`src/rtl/aes_enc_loader_if.sv`:
```
// Write bus into the AES loader: one 32-bit beat per accepted valid/ready handshake.
interface aes_enc_loader_if #(
  parameter int WORD_W = 32
);
  logic              s_wvalid;
  logic [2:0]        s_waddr;
  logic [WORD_W-1:0] s_wdata;
  logic              s_wready;

  modport master (output s_wvalid, s_waddr, s_wdata, input s_wready);
  modport slave  (input s_wvalid, s_waddr, s_wdata, output s_wready);
endinterface

```
`src/rtl/aes_enc_loader.sv`:
```
// Stages four data words plus flags from the write bus, then issues a control phase and a
// data phase to the AES encryptor and holds the block for the encryption latency.
module aes_enc_loader #(
  parameter int N          = 16,
  parameter int NFLAGS     = 8,
  parameter int WORD_W     = 32,
  parameter int CTRL_HOLD  = 2,
  parameter int DATA_HOLD  = 2,
  parameter int LAT_CYCLES = 64
) (
  input  logic               clk,
  input  logic               reset,
  aes_enc_loader_if.slave    s_w,
  output logic               addr,
  output logic [N*8-1:0]     plaintext,
  output logic [NFLAGS-1:0]  flags,
  output logic               busy,
  output logic               blk_done,
  output logic               err_addr
);
  localparam int MAXH = (CTRL_HOLD > DATA_HOLD) ?
                        ((CTRL_HOLD > LAT_CYCLES) ? CTRL_HOLD : LAT_CYCLES) :
                        ((DATA_HOLD > LAT_CYCLES) ? DATA_HOLD : LAT_CYCLES);
  localparam int CW = $clog2(MAXH) + 1;

  typedef enum logic [1:0] {IDLE, CTRL, DATA, WAIT} st_t;

  st_t                     r_state, w_nxt;
  logic [CW-1:0]           r_cnt;
  logic [3:0][WORD_W-1:0]  r_stage;
  logic [3:0]              r_wmask;
  logic [NFLAGS-1:0]       r_fstage, r_flg_q;
  logic [N*8-1:0]          r_blk_q;

  logic                    w_accept, w_word, w_flagw, w_ill, w_last, w_commit;
  logic [NFLAGS-1:0]       w_flg_nxt;
  logic [N*8-1:0]          w_blk_nxt;
  logic                    w_addr, w_busy;
  logic [N*8-1:0]          w_pt;
  logic [NFLAGS-1:0]       w_flags;

  assign s_w.s_wready = !(r_wmask == 4'hF && r_state != IDLE);
  assign w_accept = s_w.s_wvalid && s_w.s_wready;
  assign w_word   = w_accept && !s_w.s_waddr[2];
  assign w_flagw  = w_accept && (s_w.s_waddr == 3'd4);
  assign w_ill    = w_accept && (s_w.s_waddr > 3'd4);
  assign w_last   = (r_cnt == CW'(1));
  // A full block commits from IDLE or straight out of the last WAIT cycle.
  assign w_commit = (r_wmask == 4'hF) &&
                    (r_state == IDLE || (r_state == WAIT && w_last));

  assign w_flg_nxt = w_commit ? r_fstage : r_flg_q;
  assign w_blk_nxt = w_commit ? r_stage  : r_blk_q;

  // State register and hold counter, reloaded on every state entry
  always_ff @(posedge clk) begin
    if (reset) begin
      r_state <= IDLE;
      r_cnt   <= '0;
    end else begin
      r_state <= w_nxt;
      if (w_nxt != r_state) begin
        unique case (w_nxt)
          CTRL:    r_cnt <= CW'(CTRL_HOLD);
          DATA:    r_cnt <= CW'(DATA_HOLD);
          WAIT:    r_cnt <= CW'(LAT_CYCLES);
          default: r_cnt <= '0;
        endcase
      end else if (r_cnt > CW'(1)) begin
        r_cnt <= r_cnt - CW'(1);
      end
    end
  end

  always_comb begin
    w_nxt = r_state;
    unique case (r_state)
      IDLE:    if (w_commit) w_nxt = CTRL;
      CTRL:    if (w_last)   w_nxt = DATA;
      DATA:    if (w_last)   w_nxt = WAIT;
      WAIT:    if (w_last)   w_nxt = w_commit ? CTRL : IDLE;
      default: w_nxt = IDLE;
    endcase
  end

  // Output values for the next state; registered below so every output comes from a flop
  always_comb begin
    w_addr  = 1'b0;
    w_pt    = '0;
    w_flags = '0;
    w_busy  = 1'b0;
    unique case (w_nxt)
      CTRL: begin
        w_pt    = {{(N*8-NFLAGS){1'b0}}, w_flg_nxt};
        w_flags = w_flg_nxt;
        w_busy  = 1'b1;
      end
      DATA, WAIT: begin
        w_addr  = 1'b1;
        w_pt    = w_blk_nxt;
        w_flags = w_flg_nxt;
        w_busy  = 1'b1;
      end
      default: ;
    endcase
  end

  always_ff @(posedge clk) begin
    if (reset) begin
      addr      <= 1'b0;
      plaintext <= '0;
      flags     <= '0;
      busy      <= 1'b0;
      blk_done  <= 1'b0;
      err_addr  <= 1'b0;
    end else begin
      addr      <= w_addr;
      plaintext <= w_pt;
      flags     <= w_flags;
      busy      <= w_busy;
      blk_done  <= (r_state == WAIT) && w_last;
      err_addr  <= w_ill;
    end
  end

  // Staging; a beat on the commit edge lands in the fresh mask and belongs to the next block
  always_ff @(posedge clk) begin
    if (reset) begin
      r_stage  <= '0;
      r_wmask  <= '0;
      r_fstage <= '0;
      r_flg_q  <= '0;
      r_blk_q  <= '0;
    end else begin
      if (w_word)  r_stage[s_w.s_waddr[1:0]] <= s_w.s_wdata;
      if (w_flagw) r_fstage <= s_w.s_wdata[NFLAGS-1:0];
      if (w_commit) begin
        r_blk_q <= r_stage;
        r_flg_q <= r_fstage;
        r_wmask <= w_word ? (4'b0001 << s_w.s_waddr[1:0]) : 4'b0000;
      end else if (w_word) begin
        r_wmask[s_w.s_waddr[1:0]] <= 1'b1;
      end
    end
  end
endmodule

```
`src/flat_wrapper.sv`:
```
// flat-port wrapper written by rule: the top's interface ports become plain ports
module aes_enc_loader_flat 
#(
  parameter int N          = 16,
  parameter int NFLAGS     = 8,
  parameter int WORD_W     = 32,
  parameter int CTRL_HOLD  = 2,
  parameter int DATA_HOLD  = 2,
  parameter int LAT_CYCLES = 64
)
  (clk, reset, addr, plaintext, flags, busy, blk_done, err_addr, s_w_s_wvalid, s_w_s_waddr, s_w_s_wdata, s_w_s_wready);
  aes_enc_loader_if #(.WORD_W(WORD_W)) s_w_i ();
  input  logic clk;
  input  logic reset;
  output logic addr;
  output logic [N*8-1:0] plaintext;
  output logic [NFLAGS-1:0] flags;
  output logic busy;
  output logic blk_done;
  output logic err_addr;
  input wire logic [$bits(s_w_i.s_wvalid)-1:0] s_w_s_wvalid;
  input wire logic [$bits(s_w_i.s_waddr)-1:0] s_w_s_waddr;
  input wire logic [$bits(s_w_i.s_wdata)-1:0] s_w_s_wdata;
  output wire logic [$bits(s_w_i.s_wready)-1:0] s_w_s_wready;
  assign s_w_i.s_wvalid = s_w_s_wvalid;
  assign s_w_i.s_waddr = s_w_s_waddr;
  assign s_w_i.s_wdata = s_w_s_wdata;
  assign s_w_s_wready = s_w_i.s_wready;
  aes_enc_loader #(.N(N), .NFLAGS(NFLAGS), .WORD_W(WORD_W), .CTRL_HOLD(CTRL_HOLD), .DATA_HOLD(DATA_HOLD), .LAT_CYCLES(LAT_CYCLES)) u_core (.clk(clk), .reset(reset), .s_w(s_w_i), .addr(addr), .plaintext(plaintext), .flags(flags), .busy(busy), .blk_done(blk_done), .err_addr(err_addr));
endmodule
```
`config.mk`:
```
export PLATFORM = sky130hd
export DESIGN_NAME = aes_enc_loader_flat
export DESIGN_NICKNAME = d
export VERILOG_FILES = /design/src/rtl/aes_enc_loader_if.sv /design/src/rtl/aes_enc_loader.sv /design/src/flat_wrapper.sv
export SDC_FILE = /design/constraint.sdc
export NUM_CORES = 1
export LEC_CHECK = 0
export ABC_AREA = 1
export ABC_CLOCK_PERIOD_IN_PS = 3600
export BUFFER_PORTS_ARGS = -buffer_cell sky130_fd_sc_hd__buf_2
export CAP_MARGIN = 0
export CORE_ASPECT_RATIO = 1.4
export CORE_UTILIZATION = 61
export DETAILED_ROUTE_END_ITERATION = 10
export GPL_TIMING_DRIVEN = 1
export PLACE_DENSITY = 0.83
export SLEW_MARGIN = 20
export SYNTH_ARGS = -nofsm -noshare
export SYNTH_HDL_FRONTEND = slang
export SYNTH_SLANG_ARGS = --single-unit
```
`constraint.sdc`:
```
create_clock -name clk -period 3.6 [get_ports clk]
set_input_delay 0.36 -clock clk [delete_from_list [all_inputs] [get_ports clk]]
set_output_delay 0.36 -clock clk [all_outputs]
set_load 0.05 [all_outputs]
```
==> key figures, run 1 <==
Clock network
  • CTS root buffer: clkbuf_16
  • Hold_buf cts: 0
  • H-tree depth: 2
  • Skew-Pair Late Insertion Delay: 520 ps
  • Worst-path clk slew: 70 ps
  • Max clock buf depth: 3
  • CTS buffer count: 38
  • # resized after CTS: 0
  • Number of setup buffers added after CTS: 0
  • Clock sinks: 425
  • CTS tree: built

STA
  • Final Hold Vio Count: 0
  • Final setup viols: 0
  • Final count of pins violating max slew: 0
  • Final setup margin: 731 ps
  • Worst hold slack: 169 ps
  • Clock Skew: 11.9 ps
  • F_max: 349 MHz
  • Total negative slack: 0 ps
  • Slew @ Worst Pin: 938 ps
  • RSZ-0062 raised after global routing: false
  • Worst rel slew slack: 0.373
  • Period utilisation layout: 0.797
  • Final Critical Period: 2870 ps

Floorplanning
  • Die height: 190 um
  • Die Area: 0.0258 sq mm
  • Rows: 68
  • Core area: 0.0247 sq mm
  • Initial Utilization: 0.623
  • Die W: 136 um
  • I/O pin total: 179

Critical path
  • Req. time, crit path: 3990 ps
  • CP Capture Type: register
  • Top cell by count, worst path: nor2_1
  • Peak per-stage delay on the critical path: 460 ps
  • Reg2reg path depth: 15
  • Buffers & Inverters on Critical Path: 4
  • Top Family by Delay on Critical Path: simple AND/OR/NAND/NOR gates
  • Worst path slowest cell: buf_4
  • RR Startpoint: u_core.r_cnt[1]$_SDFFE_PP0P_
  • Worst EP arrival: 3260 ps
  • Reg-to-reg endpoint: u_core.plaintext[124]$_SDFF_PP0_
  • Critical-path cell list: inv_1, ha_1, inv_1, nor2_1, nand2_1, nand2_1, nand2_1, nor2_1, inv_1, ha_1, nor2_1, nor2_1, nand2_4, buf_4, nor2_1
  • Crit Path Category: register to register
  • Worst R2R Setup Slack: 730 ps
  • Critical-path maximum fanout: 44
  • Crit path launch type: register

Final layout
  • # diodes: 0
  • Area growth syn-to-layout: 13.4%
  • Layout cells sized above 1: 0.126
  • Final nets: 2085
  • FILL cells: 1935

Logic synthesis
  • Largest family of logic cells by synthesized area: simple AND/OR/NAND/NOR gates
  • Count leader, synth: nand2_1
  • Synth top area cells: dfxtp_1 (55%), nand2_1 (11%), nor2_1 (7.4%), nand3b_1 (5.9%), nand3_1 (5.5%)
  • Area of the mapped netlist: 0.0154 sq mm
  • Post-synth EDFFs: 0
  • Post-synthesis compound-gate area fraction: 0.0444
  • Synth Area in XOR/XNOR: 0.00114
  • Mux cell area share after synthesis: 0
  • Synth Instances: 1938
  • Ys Warns: 0
  • Post-Syn Nets: 1983
  • Synth cell types: 26
  • Mean Syn Cell Area: 7.93 sq um
  • Dominant cell type by area after synthesis: dfxtp_1
  • Post-synth top cells: nand2_1 (456), dfxtp_1 (425), nor2_1 (304), inv_1 (170), nand3_1 (168)
  • Post-synthesis sequential area ratio: 0.554
  • Register bit total from synthesis: 425
  • Synth top area share: 0.554
  • Post-Synth Adder-Cell Area: 0.00570
  • Synth Area in Simple Gates: 0.307
  • Primary FF master, synth: dfxtp_1
  • Ys async rst share: 0

Power
  • Leak: 7.49 nW
  • Pwr Density: 547 mW/mm^2
  • VDD IR max: 494 uV
  • Total chip power: 0.00953 W

Placement
  • # port buffers: 178
  • Dpl ws: 798 ps
  • GP Congestion: 0.891
  • DP Wirelength: 23300 um

Run
  • Max cap viols: 0

Global route
  • Largest net degree at the start of global routing: 158
  • Global-route wire length before repair: 60100 um
  • Vias in the first global route: 11747
  • Initial antenna violation count: 0
  • Grt total ovfl: 0
  • Tot GR Track Use: 0.296

Routing
  • Vias: 12987
  • Post-DRT Antenna Nets: 0
  • DRC viols: 0
  • Wire per inst: 16.0 um
  • Post-Route WL: 38200 um
  • First-pass iteration count of the detailed router: 5
  • Vias/cell: 5.45
  • Drt first-iter violations: 1431

Worst hold path
  • Hold Path Stages: 3
  • Worst hold path type: input port to register
  • Min-delay src: s_w_s_waddr[2]
  • Hold path endpoint: u_core.err_addr$_SDFF_PP0_

Run status
  • Outcome: completed
area by class of cell:
type / count / area, sq um / share of cell area
clock buffers: 63 / 1190 / 0.0682
flip-flops and latches: 425 / 8510 / 0.488
clock inverters: 4 / 95.1 / 0.00546
inverters: 173 / 649 / 0.0373
well taps: 315 / 394 / 0.0226
multi-input cells: 1211 / 5540 / 0.318
repair buffers: 191 / 1050 / 0.0601
layout by cell type (no fill, tap or decap):
| cell type | n |
|---|---|
| nor2_4 | 1 |
| xor2_1 | 1 |
| nor2_1 | 302 |
| nand2_1 | 454 |
| nor2_8 | 1 |
| clkinv_1 | 1 |
| clkbuf_16 | 41 |
| or2_2 | 1 |
| nand2_4 | 3 |
| nand3_1 | 168 |
| dfxtp_1 | 425 |
| clkbuf_1 | 14 |
| a21oi_1 | 133 |
| a21o_1 | 1 |
| buf_2 | 177 |
| clkbuf_8 | 9 |
| nor2_2 | 3 |
| buf_4 | 9 |
| o21ai_0 | 2 |
| inv_1 | 170 |
| nor3_1 | 1 |
| nor3b_1 | 1 |
| ha_1 | 7 |
| bufinv_16 | 3 |
| nand4_1 | 5 |
| nand3b_1 | 120 |
| nand2_2 | 6 |
| inv_2 | 2 |
| clkinv_2 | 1 |
| xnor2_1 | 1 |
| buf_12 | 4 |
worst reg2reg max path, cell delays in order, from the launching register on:
cell	delay, ps
dfxtp_1	320
inv_1	80
ha_1	150
inv_1	40
nor2_1	140
nand2_1	120
nand2_1	70
nand2_1	40
nor2_1	190
inv_1	130
ha_1	220
nor2_1	110
nor2_1	90
nand2_4	450
buf_4	460
nor2_1	120
state kept, by name (all words and copies together) (netlist names):
register / count
u_core.plaintext: 128
u_core.r_blk_q: 128
u_core.r_stage: 128
u_core.flags: 8
u_core.r_flg_q: 8
u_core.r_fstage: 8
u_core.r_cnt: 7
u_core.r_wmask: 4
u_core.r_state: 2
u_core.addr: 1
u_core.blk_done: 1
u_core.busy: 1
u_core.err_addr: 1
cells by family after synthesis:
logic type / after synthesis
AND/OR/NAND/NOR: 1066
flip-flops: 425
buffers and inverters: 302
AO/OA/AOI/OAI: 136
adder cells (fa/ha/maj): 7
XOR/XNOR: 2
how the worst max path moves through the flow:
stage / from / end / cells past startpoint
global route: u_core.r_cnt[1]$_SDFFE_PP0P_ / u_core.plaintext[119]$_SDFF_PP0_ / 15
finish: u_core.r_cnt[1]$_SDFFE_PP0P_ / u_core.plaintext[124]$_SDFF_PP0_ / 15
global placement: u_core.r_cnt[1]$_SDFFE_PP0P_ / u_core.plaintext[112]$_SDFF_PP0_ / 15
detailed placement: u_core.r_cnt[1]$_SDFFE_PP0P_ / u_core.plaintext[124]$_SDFF_PP0_ / 15
floorplan: u_core.r_wmask[1]$_SDFFE_PP0P_ / u_core.plaintext[100]$_SDFF_PP0_ / 15
CTS: u_core.r_cnt[1]$_SDFFE_PP0P_ / u_core.plaintext[124]$_SDFF_PP0_ / 15
metal layers:
layer	global-route usage	up-vias	part of all wire
met5	0	-	0
met4	0.137	0	0.047
met3	0.0400	102	0.075
met2	0.472	571	0.47
met1	0.395	6098	0.40
li1	-	6216	-
through the flow:
stage	util	std cells	area [sq um]
3_5_place_dp	0.654	2315	16100
5_1_grt	0.706	2382	17400
3_3_place_gp	0.654	2315	16100
4_1_cts	0.706	2382	17400
2_1_floorplan	-	1938	15400
6_report	0.706	2382	17400
report_power, final:
group | internal (W) | switching, W
Sequential | 0.00477 | 0.0000512
Combinational | 0.000177 | 0.000386
Clock | 0.00246 | 0.00168
Total | 0.00741 | 0.00211
Power figures use the tool's default switching activity.
==> run 2, diff against run 1 <==
--- a/config.mk
+++ b/config.mk
@@ -6,14 +6,14 @@
 export NUM_CORES = 1
 export LEC_CHECK = 0
 export ABC_AREA = 1
-export ABC_CLOCK_PERIOD_IN_PS = 3600
+export ABC_CLOCK_PERIOD_IN_PS = 2850
 export BUFFER_PORTS_ARGS = -buffer_cell sky130_fd_sc_hd__buf_2
 export CAP_MARGIN = 0
 export CORE_ASPECT_RATIO = 1.4
-export CORE_UTILIZATION = 61
+export CORE_UTILIZATION = 58
 export DETAILED_ROUTE_END_ITERATION = 10
 export GPL_TIMING_DRIVEN = 1
-export PLACE_DENSITY = 0.83
+export PLACE_DENSITY = 0.79
 export SLEW_MARGIN = 20
 export SYNTH_ARGS = -nofsm -noshare
 export SYNTH_HDL_FRONTEND = slang
==> constraint.sdc (replaced) <==
create_clock -name clk -period 2.85 [get_ports clk]
set_input_delay 0.285 -clock clk [delete_from_list [all_inputs] [get_ports clk]]
set_output_delay 0.285 -clock clk [all_outputs]
set_load 0.05 [all_outputs]
==> key figures, run 2 (synthesis results as in run 1) <==
Routing
  • DRC viols: 0 (unchanged)
  • Post-Route WL: 38600 um (was 38200 um)
  • Post-DRT Antenna Nets: 0 (unchanged)
  • Vias: 12861 (was 12987)
  • Vias/cell: 5.37 (was 5.45)
  • Wire per inst: 16.1 um (was 16.0 um)
  • Drt first-iter violations: 1139 (was 1431)
  • First-pass iteration count of the detailed router: 6 (was 5)

Final layout
  • Layout cells sized above 1: 0.131 (was 0.126)
  • Most frequent cells in the layout: nand2_1 (454), dfxtp_1 (425), nor2_1 (302), buf_2 (177), inv_1 (170) (unchanged)
  • Register Area: 0.00851 sq mm (unchanged)
  • Most common cell after layout, fill and taps aside: nand2_1 (unchanged)
  • FILL cells: 2181 (was 1935)
  • Non-Filler Instances: 2395 (was 2382)
  • Area growth syn-to-layout: 13.7% (was 13.4%)
  • Multi-input logic area: 0.00554 sq mm (unchanged)
  • Final nets: 2092 (was 2085)
  • # diodes: 0 (unchanged)
  • Largest registers: u_core.plaintext: 128 flops, u_core.r_blk_q: 128 flops, u_core.r_stage: 128 flops (unchanged)

Placement
  • DP Wirelength: 23600 um (was 23300 um)
  • GP Congestion: 0.817 (was 0.891)
  • # port buffers: 178 (unchanged)
  • Placed insts: 2331 (was 2315)

Critical path
  • Crit path launch type: register (unchanged)
  • Critical-path maximum fanout: 48 (was 44)
  • Req. time, crit path: 3250 ps (was 3990 ps)
  • RR Startpoint: u_core.r_cnt[0]$_SDFFE_PP0P_ (was u_core.r_cnt[1]$_SDFFE_PP0P_)
  • Crit Path Category: register to register (unchanged)
  • Worst EP arrival: 2930 ps (was 3260 ps)
  • CP Capture Type: register (unchanged)
  • Worst R2R Setup Slack: 320 ps (was 730 ps)
  • Reg2reg path depth: 12 (was 15)
  • Reg-to-reg endpoint: u_core.plaintext[90]$_SDFF_PP0_ (was u_core.plaintext[124]$_SDFF_PP0_)

STA
  • Clock Skew: 22.1 ps (was 11.9 ps)
  • Final Hold Vio Count: 0 (unchanged)
  • Slew @ Worst Pin: 805 ps (was 938 ps)
  • Worst rel slew slack: 0.464 (was 0.373)
  • RSZ-0062 raised after global routing: false (unchanged)
  • Final count of pins violating max slew: 0 (unchanged)
  • F_max: 396 MHz (was 349 MHz)
  • Final Critical Period: 2530 ps (was 2870 ps)
  • Total negative slack: 0 ps (unchanged)
  • Final setup viols: 0 (unchanged)
  • Period utilisation layout: 0.887 (was 0.797)

Worst hold path
  • Worst hold path type: input port to register (unchanged)
  • Hold Path Stages: 3 (unchanged)
  • Min-delay src: s_w_s_wvalid (was s_w_s_waddr[2])
  • Hold path endpoint: u_core.err_addr$_SDFF_PP0_ (unchanged)

Floorplanning
  • Die Area: 0.0272 sq mm (was 0.0258 sq mm)
  • I/O pin total: 179 (unchanged)
  • Initial Utilization: 0.589 (was 0.623)
  • Rows: 70 (was 68)
  • Die W: 140 um (was 136 um)
  • Core area: 0.0261 sq mm (was 0.0247 sq mm)
  • Die height: 195 um (was 190 um)

Power
  • Leak: 7.52 nW (was 7.49 nW)
  • VDD IR max: 697 uV (was 494 uV)
  • Pwr Density: 689 mW/mm^2 (was 547 mW/mm^2)

Clock network
  • # resized after CTS: 0 (unchanged)
  • H-tree depth: 2 (unchanged)
  • CTS tree: built (unchanged)
  • Number of setup buffers added after CTS: 0 (unchanged)
  • Worst-path clk slew: 70 ps (about the same)
  • Max clock buf depth: 3 (unchanged)
  • Skew-Pair Late Insertion Delay: 540 ps (was 520 ps)
  • Hold_buf cts: 0 (unchanged)
  • Clock sinks: 425 (unchanged)
  • CTS root buffer: clkbuf_16 (unchanged)
  • CTS buffer count: 38 (unchanged)

Run status
  • Outcome: completed (unchanged)

Global route
  • Initial antenna violation count: 0 (unchanged)
  • Vias in the first global route: 11666 (was 11747)
  • Global-route wire length before repair: 59900 um (was 60100 um)
  • Largest net degree at the start of global routing: 130 (was 158)
  • Grt total ovfl: 0 (unchanged)
  • Tot GR Track Use: 0.279 (was 0.296)

Run
  • Max cap viols: 0 (unchanged)
==> run 2: cell types whose count changed in the layout (fill, tap and decap cells not counted) <==
cell / previous run / this run
buf_4: 9 / 15
clkbuf_1: 14 / 8
clkbuf_16: 41 / 39
clkinv_2: 1 / 3
buf_12: 4 / 5
bufinv_16: 3 / 4
clkinvlp_4: 0 / 1
inv_6: 0 / 1
==> run 2: stage by stage <==
step / util / hold slack (ps) / power, W / setup WS (ps) / area, sq um
after CTS: 0.670 / 46.5 / 0.0121 / 336 / 17500
after global placement: 0.621 / 443 / 0.00691 / 499 / 16200
final: 0.670 / 57.6 / 0.0121 / 322 / 17500
after detailed placement: 0.621 / 448 / 0.00693 / 338 / 16200
after global routing: 0.670 / 70.5 / 0.0124 / 57.9 / 17500
after floorplan: - / 420 / 0.00671 / 504 / 15400
==> run 2: area by class of cell <==
class | instances | area share
tap | 324 | 0.0232
clock inverter | 9 | 0.00866
multi-input combinational | 1211 | 0.317
inverter | 173 | 0.0371
timing repair buffer | 198 | 0.0636
clock buffer | 55 | 0.0638
sequential | 425 | 0.487
==> run 2: worst max path at each step <==
| stage | from | to | slack, ps | cells after the start |
|---|---|---|---|---|
| 2_1_floorplan | u_core.r_wmask[1]$_SDFFE_PP0P_ | u_core.plaintext[100]$_SDFF_PP0_ | 500 | 15 |
| 3_3_place_gp | u_core.r_cnt[1]$_SDFFE_PP0P_ | u_core.plaintext[111]$_SDFF_PP0_ | 500 | 15 |
| 3_5_place_dp | u_core.r_cnt[1]$_SDFFE_PP0P_ | u_core.plaintext[90]$_SDFF_PP0_ | 340 | 15 |
| 4_1_cts | u_core.r_cnt[0]$_SDFFE_PP0P_ | u_core.plaintext[90]$_SDFF_PP0_ | 340 | 14 |
| 5_1_grt | u_core.r_cnt[0]$_SDFFE_PP0P_ | u_core.plaintext[82]$_SDFF_PP0_ | 60 | 12 |
| 6_report | u_core.r_cnt[0]$_SDFFE_PP0P_ | u_core.plaintext[90]$_SDFF_PP0_ | 320 | 12 |
==> run 2: layer usage <==
layer	share of wire	vias up	GRT usage	wire [um]
met1	0.41	5972	0.361	15800
met5	0	-	0	0
met4	0.048	0	0.148	1840
li1	-	6232	-	-
met3	0.074	108	0.0424	2840
met2	0.47	549	0.451	18100
==> run 2: where the power goes <==
group / internal (W) / switching (W) / leakage [nW]
clock: 0.00308 / 0.00216 / 0.621
sequential: 0.00603 / 0.0000680 / 3.43
combinational: 0.000224 / 0.000491 / 3.47
total: 0.00933 / 0.00272 / 7.52
==> run 2: critical path, stage by stage (launching register included) <==
cell and delay (ps):
dfxtp_1 390, ha_1 170, inv_1 40, nor2_1 150, nand4_1 230, nand2_1 240, inv_1 100, ha_1 210
nor2_1 120, nor2_1 80, nand2_4 120, buf_4 410, nor2_1 110
